`config.mk`:
```
export PLATFORM = sky130hd
export DESIGN_NAME = apb_gpio_ext
export DESIGN_NICKNAME = d
export VERILOG_FILES = /design/src/rtl/apb_gpio_ext_pkg.sv /design/src/rtl/apb_gpio_ext_in_filter.sv /design/src/rtl/apb_gpio_ext.sv
export SDC_FILE = /design/constraint.sdc
export NUM_CORES = 2
export LEC_CHECK = 0
export ABC_CLOCK_PERIOD_IN_PS = 3700
export CORE_MARGIN = 5
export CORE_UTILIZATION = 40
export CTS_CLUSTER_DIAMETER = 40
export DETAILED_ROUTE_END_ITERATION = 6
export RECOVER_POWER = 100
export REMOVE_ABC_BUFFERS = 1
export SYNTH_ARGS = -nofsm -noshare
export SYNTH_HDL_FRONTEND = slang
export SYNTH_SLANG_ARGS = --single-unit
```
`constraint.sdc`:
```
create_clock -name HCLK -period 3.7 [get_ports HCLK]
set_input_delay 0.555 -clock HCLK [delete_from_list [all_inputs] [get_ports HCLK]]
set_output_delay 0.555 -clock HCLK [all_outputs]
set_load 0.02 [all_outputs]
```
`src/rtl/apb_gpio_ext_pkg.sv`:
```
// Shared constants for the APB GPIO controller: address field positions,
// register word indices within a bank and interrupt type encoding.
package apb_gpio_ext_pkg;

  localparam int BANK_SIZE = 32;
  localparam int BANK_LSB  = 6;
  localparam int BANK_W    = 2;
  localparam int REG_LSB   = 2;
  localparam int REG_W     = 4;

  // Word index within a bank (byte offset >> 2)
  localparam logic [REG_W-1:0] REG_DIR       = 4'h0;
  localparam logic [REG_W-1:0] REG_IN        = 4'h1;
  localparam logic [REG_W-1:0] REG_OUT       = 4'h2;
  localparam logic [REG_W-1:0] REG_OUT_SET   = 4'h3;
  localparam logic [REG_W-1:0] REG_OUT_CLR   = 4'h4;
  localparam logic [REG_W-1:0] REG_OUT_TGL   = 4'h5;
  localparam logic [REG_W-1:0] REG_INTEN     = 4'h6;
  localparam logic [REG_W-1:0] REG_INTTYPE0  = 4'h7;
  localparam logic [REG_W-1:0] REG_INTTYPE1  = 4'h8;
  localparam logic [REG_W-1:0] REG_INTSTATUS = 4'h9;
  localparam logic [REG_W-1:0] REG_FILT_EN   = 4'hA;
  localparam logic [REG_W-1:0] REG_FILT_CFG  = 4'hB;
  localparam logic [REG_W-1:0] REG_PWREVT    = 4'hC;

  // {INTTYPE1, INTTYPE0}
  typedef enum logic [1:0] {
    INT_LEVEL_HIGH = 2'b00,
    INT_LEVEL_LOW  = 2'b01,
    INT_RISE       = 2'b10,
    INT_FALL       = 2'b11
  } int_type_e;

  function automatic logic int_match(input logic [1:0] ty, input logic cur, input logic prev);
    logic m;
    m = 1'b0;
    case (int_type_e'(ty))
      INT_LEVEL_HIGH: m = cur;
      INT_LEVEL_LOW:  m = ~cur;
      INT_RISE:       m = cur & ~prev;
      INT_FALL:       m = ~cur & prev;
      default:        m = 1'b0;
    endcase
    return m;
  endfunction

endpackage

```
`src/rtl/apb_gpio_ext_in_filter.sv`:
```
// Per-pin input path: two-flop synchroniser, optional debounce counter,
// filtered value and its one-cycle-delayed copy for edge detection.
module gpio_in_filter
  import apb_gpio_ext_pkg::*;
#(
  parameter int FILT_W = 8
) (
  input  logic              HCLK,
  input  logic              HRESET,
  input  logic              pad_i,
  input  logic              filt_en_i,
  input  logic [FILT_W-1:0] thresh_i,
  output logic              in_o,
  output logic              in_q_o
);

  logic              sync0_q, sync1_q;
  logic              in_r_q, in_r_d;
  logic              in_dly_q;
  logic [FILT_W-1:0] cnt_q, cnt_d;

  // >= rather than == so a threshold lowered below a running count still
  // lets the next mismatch cycle through
  always_comb begin
    in_r_d = in_r_q;
    cnt_d  = cnt_q;
    if (!filt_en_i) begin
      in_r_d = sync1_q;
      cnt_d  = '0;
    end else if (sync1_q == in_r_q) begin
      cnt_d = '0;
    end else if (cnt_q >= thresh_i) begin
      in_r_d = sync1_q;
      cnt_d  = '0;
    end else begin
      cnt_d = cnt_q + 1'b1;
    end
  end

  always_ff @(posedge HCLK) begin
    if (HRESET) begin
      sync0_q  <= 1'b0;
      sync1_q  <= 1'b0;
      in_r_q   <= 1'b0;
      in_dly_q <= 1'b0;
      cnt_q    <= '0;
    end else begin
      sync0_q  <= pad_i;
      sync1_q  <= sync0_q;
      in_r_q   <= in_r_d;
      in_dly_q <= in_r_q;
      cnt_q    <= cnt_d;
    end
  end

  assign in_o   = in_r_q;
  assign in_q_o = in_dly_q;

endmodule

```
`src/rtl/apb_gpio_ext.sv`:
```
// APB GPIO controller: banked pin registers, atomic output updates, filtered
// inputs, sticky W1C interrupt status, level interrupt and wake-up request.
module apb_gpio_ext
  import apb_gpio_ext_pkg::*;
#(
  parameter int APB_ADDR_WIDTH = 12,
  parameter int NUM_GPIO       = 64,
  parameter int FILT_W         = 8
) (
  input  logic                      HCLK,
  input  logic                      HRESET,
  input  logic [APB_ADDR_WIDTH-1:0] PADDR,
  input  logic [31:0]               PWDATA,
  input  logic                      PWRITE,
  input  logic                      PSEL,
  input  logic                      PENABLE,
  output logic [31:0]               PRDATA,
  output logic                      PREADY,
  output logic                      PSLVERR,
  input  logic [NUM_GPIO-1:0]       gpio_in,
  output logic [NUM_GPIO-1:0]       gpio_in_sync,
  output logic [NUM_GPIO-1:0]       gpio_out,
  output logic [NUM_GPIO-1:0]       gpio_dir,
  output logic                      power_event,
  output logic                      interrupt
);

  localparam int NUM_BANKS = NUM_GPIO / BANK_SIZE;

  logic [BANK_W-1:0] bank;
  logic [REG_W-1:0]  reg_idx;
  logic              bank_ok;
  logic              wr_en;
  logic              unused_addr;

  assign bank        = PADDR[BANK_LSB +: BANK_W];
  assign reg_idx     = PADDR[REG_LSB +: REG_W];
  assign bank_ok     = {1'b0, bank} < 3'(NUM_BANKS);
  assign wr_en       = PSEL & PENABLE & PWRITE & bank_ok;
  assign unused_addr = ^{PADDR[APB_ADDR_WIDTH-1:BANK_LSB+BANK_W], PADDR[REG_LSB-1:0]};

  logic [NUM_GPIO-1:0] dir_q, dir_d, out_q, out_d, inten_q, inten_d;
  logic [NUM_GPIO-1:0] type0_q, type0_d, type1_q, type1_d;
  logic [NUM_GPIO-1:0] status_q, status_d, filt_en_q, filt_en_d, pwrevt_q, pwrevt_d;
  logic [FILT_W-1:0]   filt_cfg_q [NUM_BANKS];
  logic [FILT_W-1:0]   filt_cfg_d [NUM_BANKS];
  logic [NUM_GPIO-1:0] w1c, evt, in_r, in_dly;
  logic                interrupt_q, power_event_q;

  always_comb begin
    dir_d      = dir_q;
    out_d      = out_q;
    inten_d    = inten_q;
    type0_d    = type0_q;
    type1_d    = type1_q;
    filt_en_d  = filt_en_q;
    pwrevt_d   = pwrevt_q;
    filt_cfg_d = filt_cfg_q;
    w1c        = '0;
    for (int b = 0; b < NUM_BANKS; b++) begin
      if (wr_en && bank == BANK_W'(b)) begin
        case (reg_idx)
          REG_DIR:       dir_d[b*BANK_SIZE +: BANK_SIZE]     = PWDATA;
          REG_OUT:       out_d[b*BANK_SIZE +: BANK_SIZE]     = PWDATA;
          REG_OUT_SET:   out_d[b*BANK_SIZE +: BANK_SIZE]     = out_q[b*BANK_SIZE +: BANK_SIZE] | PWDATA;
          REG_OUT_CLR:   out_d[b*BANK_SIZE +: BANK_SIZE]     = out_q[b*BANK_SIZE +: BANK_SIZE] & ~PWDATA;
          REG_OUT_TGL:   out_d[b*BANK_SIZE +: BANK_SIZE]     = out_q[b*BANK_SIZE +: BANK_SIZE] ^ PWDATA;
          REG_INTEN:     inten_d[b*BANK_SIZE +: BANK_SIZE]   = PWDATA;
          REG_INTTYPE0:  type0_d[b*BANK_SIZE +: BANK_SIZE]   = PWDATA;
          REG_INTTYPE1:  type1_d[b*BANK_SIZE +: BANK_SIZE]   = PWDATA;
          REG_INTSTATUS: w1c[b*BANK_SIZE +: BANK_SIZE]       = PWDATA;
          REG_FILT_EN:   filt_en_d[b*BANK_SIZE +: BANK_SIZE] = PWDATA;
          REG_FILT_CFG:  filt_cfg_d[b]                       = PWDATA[FILT_W-1:0];
          REG_PWREVT:    pwrevt_d[b*BANK_SIZE +: BANK_SIZE]  = PWDATA;
          default: ;
        endcase
      end
    end
  end

  always_comb begin
    evt = '0;
    for (int p = 0; p < NUM_GPIO; p++) begin
      evt[p] = inten_q[p] & int_match({type1_q[p], type0_q[p]}, in_r[p], in_dly[p]);
    end
  end

  // A new event in the same cycle as its W1C keeps the bit set
  assign status_d = (status_q & ~w1c) | evt;

  always_ff @(posedge HCLK) begin
    if (HRESET) begin
      dir_q         <= '0;
      out_q         <= '0;
      inten_q       <= '0;
      type0_q       <= '0;
      type1_q       <= '0;
      status_q      <= '0;
      filt_en_q     <= '0;
      pwrevt_q      <= '0;
      interrupt_q   <= 1'b0;
      power_event_q <= 1'b0;
      for (int b = 0; b < NUM_BANKS; b++) filt_cfg_q[b] <= '0;
    end else begin
      dir_q         <= dir_d;
      out_q         <= out_d;
      inten_q       <= inten_d;
      type0_q       <= type0_d;
      type1_q       <= type1_d;
      status_q      <= status_d;
      filt_en_q     <= filt_en_d;
      pwrevt_q      <= pwrevt_d;
      filt_cfg_q    <= filt_cfg_d;
      interrupt_q   <= |(status_d & inten_q);
      power_event_q <= |(pwrevt_q & in_r);
    end
  end

  for (genvar p = 0; p < NUM_GPIO; p++) begin : g_pin
    gpio_in_filter #(.FILT_W(FILT_W)) u_filt (
      .HCLK      (HCLK),
      .HRESET    (HRESET),
      .pad_i     (gpio_in[p]),
      .filt_en_i (filt_en_q[p]),
      .thresh_i  (filt_cfg_q[p / BANK_SIZE]),
      .in_o      (in_r[p]),
      .in_q_o    (in_dly[p])
    );
  end

  always_comb begin
    PRDATA = '0;
    for (int b = 0; b < NUM_BANKS; b++) begin
      if (bank == BANK_W'(b)) begin
        case (reg_idx)
          REG_DIR:       PRDATA = dir_q[b*BANK_SIZE +: BANK_SIZE];
          REG_IN:        PRDATA = in_r[b*BANK_SIZE +: BANK_SIZE];
          REG_OUT:       PRDATA = out_q[b*BANK_SIZE +: BANK_SIZE];
          REG_INTEN:     PRDATA = inten_q[b*BANK_SIZE +: BANK_SIZE];
          REG_INTTYPE0:  PRDATA = type0_q[b*BANK_SIZE +: BANK_SIZE];
          REG_INTTYPE1:  PRDATA = type1_q[b*BANK_SIZE +: BANK_SIZE];
          REG_INTSTATUS: PRDATA = status_q[b*BANK_SIZE +: BANK_SIZE];
          REG_FILT_EN:   PRDATA = filt_en_q[b*BANK_SIZE +: BANK_SIZE];
          REG_FILT_CFG:  PRDATA = 32'(filt_cfg_q[b]);
          REG_PWREVT:    PRDATA = pwrevt_q[b*BANK_SIZE +: BANK_SIZE];
          default:       PRDATA = '0;
        endcase
      end
    end
  end

  assign PREADY       = 1'b1;
  assign PSLVERR      = PSEL & ~bank_ok;
  assign gpio_in_sync = in_r;
  assign gpio_out     = out_q;
  assign gpio_dir     = dir_q;
  assign interrupt    = interrupt_q;
  assign power_event  = power_event_q;

endmodule

```
==> reports/results.tsv <==
stage	metric	value	unit
hold_path	Hold Path Origin	gpio_in[5]	
drt	drt first pass iters	7	
logic_synthesis	post-synth top area cell	dfxtp_1	
global_route	largest net degree at the start of global routing	67	
cts	clock sink count	1298	
die	FP Rows	150	
timing	worst slew pin tran	3.40	ns
finish	area grow syn2layout	22.4	%
critical_path	critical path type	in2out	
hold_path	Hold Path Class	in2reg	
logic_synthesis	Yosys reg bits	1298	
drt	Routed WL	252000	um
logic_synthesis	Compound-Gate Fraction of Synth Area	16.7	%
finish	final net count	9098	
logic_synthesis	synth unique cells	60	
status	failing checks	DRC, capacitance limit, slew limit, setup timing	
global_route	GR Overflow Total	0	
status	status	complete, but fails checks	
logic_synthesis	most area-consuming cells after synthesis	dfxtp_1, ha_1, nand2_1	
critical_path	CP Max Fanout	19	
critical_path	CP endpoint kind	output pin	
place	Area after DPL	0.0742	mm2
run	MaxCap Viol Count	1	
timing	period utilization	102	%
logic_synthesis	Synth top area share	38.9	%
drt	antenna viol nets, final	0	
die	Starting Density	40.1	%
cts	clk_lat worst skew	0.87	ns
logic_synthesis	mux contribution to synthesized area	0.600	%
pwr	pwr/cell area	446	mW/mm2
critical_path	worst path cell trace	dlygate4sd2_1 -> nand2_1 -> buf_4 -> nor3_4 -> buf_12 -> buf_4 -> a222oi_1 -> nand3_1 -> a221oi_1 -> buf_4 -> o22ai_1 -> clkbuf_2	
critical_path	Critical Path Start	PADDR[3]	
die	die footprint	0.175	mm2
cts	Clock Pin Slew Worst Setup and Hold Paths	0.05	ns
global_route	number of global-route vias before repair	57000	
finish	commonest non-fill, non-tap cells in the layout	dfxtp_1, nand2_1, nor2_1, ha_1, a21oi_1	
critical_path	WP data required	3.14	ns
timing	crit path time final	3.77	ns
global_route	antenna violations before repair	9	
finish	share of layout cells above drive strength 1	11.4	%
drt	vias post-DR	59400	
logic_synthesis	XOR/XNOR Fraction of Synth Area	6.74	%
timing	final hold vios	0	
logic_synthesis	Post-synth EDFFs	0	
timing	final worst setup slack	-0.0714	ns
cts	clk buf depth	3	
critical_path	r2r setup slk	0.31	ns
global_route	GRT Resource Usage Total	28.0	%
cts	Inserted Clock Buffers	209	
timing	unrepaired setup endpoints after global routing	false	
timing	fmax	265	MHz
pwr	VDD IR max	0.488	mV
logic_synthesis	Synth Area in Adders	13.2	%
die	chip width	419	um
timing	Max Clock Skew	0.0593	ns
critical_path	CP most frequent cell	buf_4	
finish	most common cell after layout, fill and taps aside	dfxtp_1	
die	# IOs	341	
drt	Iter 0 DRT Violations	5581	
timing	Slew Viols, Final	47	
place	pre-CTS setup slack	-0.376	ns
critical_path	CP Buf/Inv Count	6	
critical_path	startpoint types	input port	
finish	fillers	15600	
drt	WL per Instance	23.6	um
logic_synthesis	fraction of registers with async set/reset	0	%
global_route	global-route wire length before repair	371000	um
place	global placement routability congestion	0.972	
die	core area	0.167	mm2
logic_synthesis	synthesized instance count	7810	
cts	CTS root buffer	clkbuf_16	
place	hpwl dp	183000	um
critical_path	Worst path slowest cell	o22ai_1	
pwr	leakage	0.0307	uW
die	Die Ht	419	um
timing	Min Hold Slack	0.246	ns
place	I/O Buffers	333	
timing	endpoints failing setup	4	
timing	slew margin rel.	-126	%
critical_path	reg-to-reg critical path startpoint	filt_cfg_q[9]$_SDFFE_PP0P_	
logic_synthesis	largest family of logic cells by synthesized area	simple AND/OR/NAND/NOR gates	
cts	Hold Buf Count CTS	0	
logic_synthesis	Mapped Avg Cell Area	8.55	um2
logic_synthesis	post-synthesis sequential area ratio	38.9	%
critical_path	Worst Path Arrival	3.22	ns
drt	DRC	7	
logic_synthesis	predominant post-synthesis flop cell	dfxtp_1	
logic_synthesis	Synth Area in Simple Gates	19.4	%
logic_synthesis	Post-Syn Area	0.0668	mm2
cts	CTS H-tree lvls	4	
logic_synthesis	Synthesis Warnings	0	
drt	via-per-instance ratio	5.56	
critical_path	Max stage delay on crit path	0.42	ns
cts	CTS tree	yes	
critical_path	CP delay by family, top	buffers and inverters	
finish	final instance area	0.0817	mm2
-- synthesized netlist by cell type, drive strengths merged (163+ instances only) --
master,n
inv,273
o21ai,224
nor2,765
nand3,365
a22oi,177
ha,704
xnor2,173
xor2,341
dfxtp,1298
nor2b,221
a21oi,665
clkbuf,304
nand2,952
nand2b,163
-- sequential cells by signal, summed over array words and instances, names as in the netlist --
register,count
g_pin.u_filt.sync1_q,64
g_pin.u_filt.in_q_o,64
status_q,64
g_pin.u_filt.in_o,64
type1_q,64
filt_en_q,64
g_pin.u_filt.cnt_q,512
inten_q,64
power_event,1
interrupt,1
gpio_dir,64
g_pin.u_filt.sync0_q,64
pwrevt_q,64
gpio_out,64
filt_cfg_q,16
type0_q,64
-- stage by stage --
stage / utilization (%) / cells / TNS, ns / total power, uW
detailed placement: 44.5 / 10300 / -4.26 / 15900
global route: 49.0 / 10700 / 0 / 37500
CTS: 49.1 / 10700 / 0 / 36700
global placement: 44.5 / 10300 / -4.22 / 15900
floorplan: - / 7381 / -736.99 / 14900
finish: 49.1 / 10700 / -0.126 / 36400
-- kinds of logic after synthesis --
family,count (synthesis)
flip-flops,1298
buffers and inverters,702
AND/OR/NAND/NOR,2816
adder cells (fa/ha/maj),704
other,1
AO/OA/AOI/OAI,1735
XOR/XNOR,514
multiplexers,40
-- path summary, 6_finish.rpt --
path,depth (start not counted),endpoint
max,12,PRDATA[10]
max reg2reg,9,g_pin[17].u_filt.cnt_q[2]$_SDFF_PP0_
min reg2reg,1,g_pin[44].u_filt.sync1_q$_SDFF_PP0_
min,2,g_pin[5].u_filt.sync0_q$_SDFF_PP0_
-- timing repair --
action,CTS,global route
setup endpoints to repair,28,3
resized for setup,18,3
setup buffers,1,0
pin swaps,2,1
-- power by group --
part           internal [uW]  switching (uW)
combinational            514             905
sequential             14100             125
clock                  12900            7940
total                  27500            8970
-- per-layer routing --
| metal | GRT usage, % | share of wire [%] |
|---|---|---|
| met1 | 35.0 | 41 |
| met2 | 44.9 | 45 |
| met3 | 4.73 | 6.9 |
| met5 | 0 | 0.013 |
| met4 | 17.3 | 7.2 |
-- area by class of cell --
| cell class | instances | area, um2 | area share, % |
|---|---|---|---|
| multi-input cells | 5810 | 38100 | 46.6 |
| clock inverters | 146 | 1910 | 2.34 |
| clock buffers | 249 | 5650 | 6.91 |
| inverters | 273 | 1020 | 1.25 |
| diodes | 9 | 22.5 | 0.0276 |
| well taps | 2204 | 2760 | 3.37 |
| flip-flops and latches | 1298 | 26000 | 31.8 |
| repair buffers | 689 | 6340 | 7.75 |
Power figures use the tool's default switching activity.
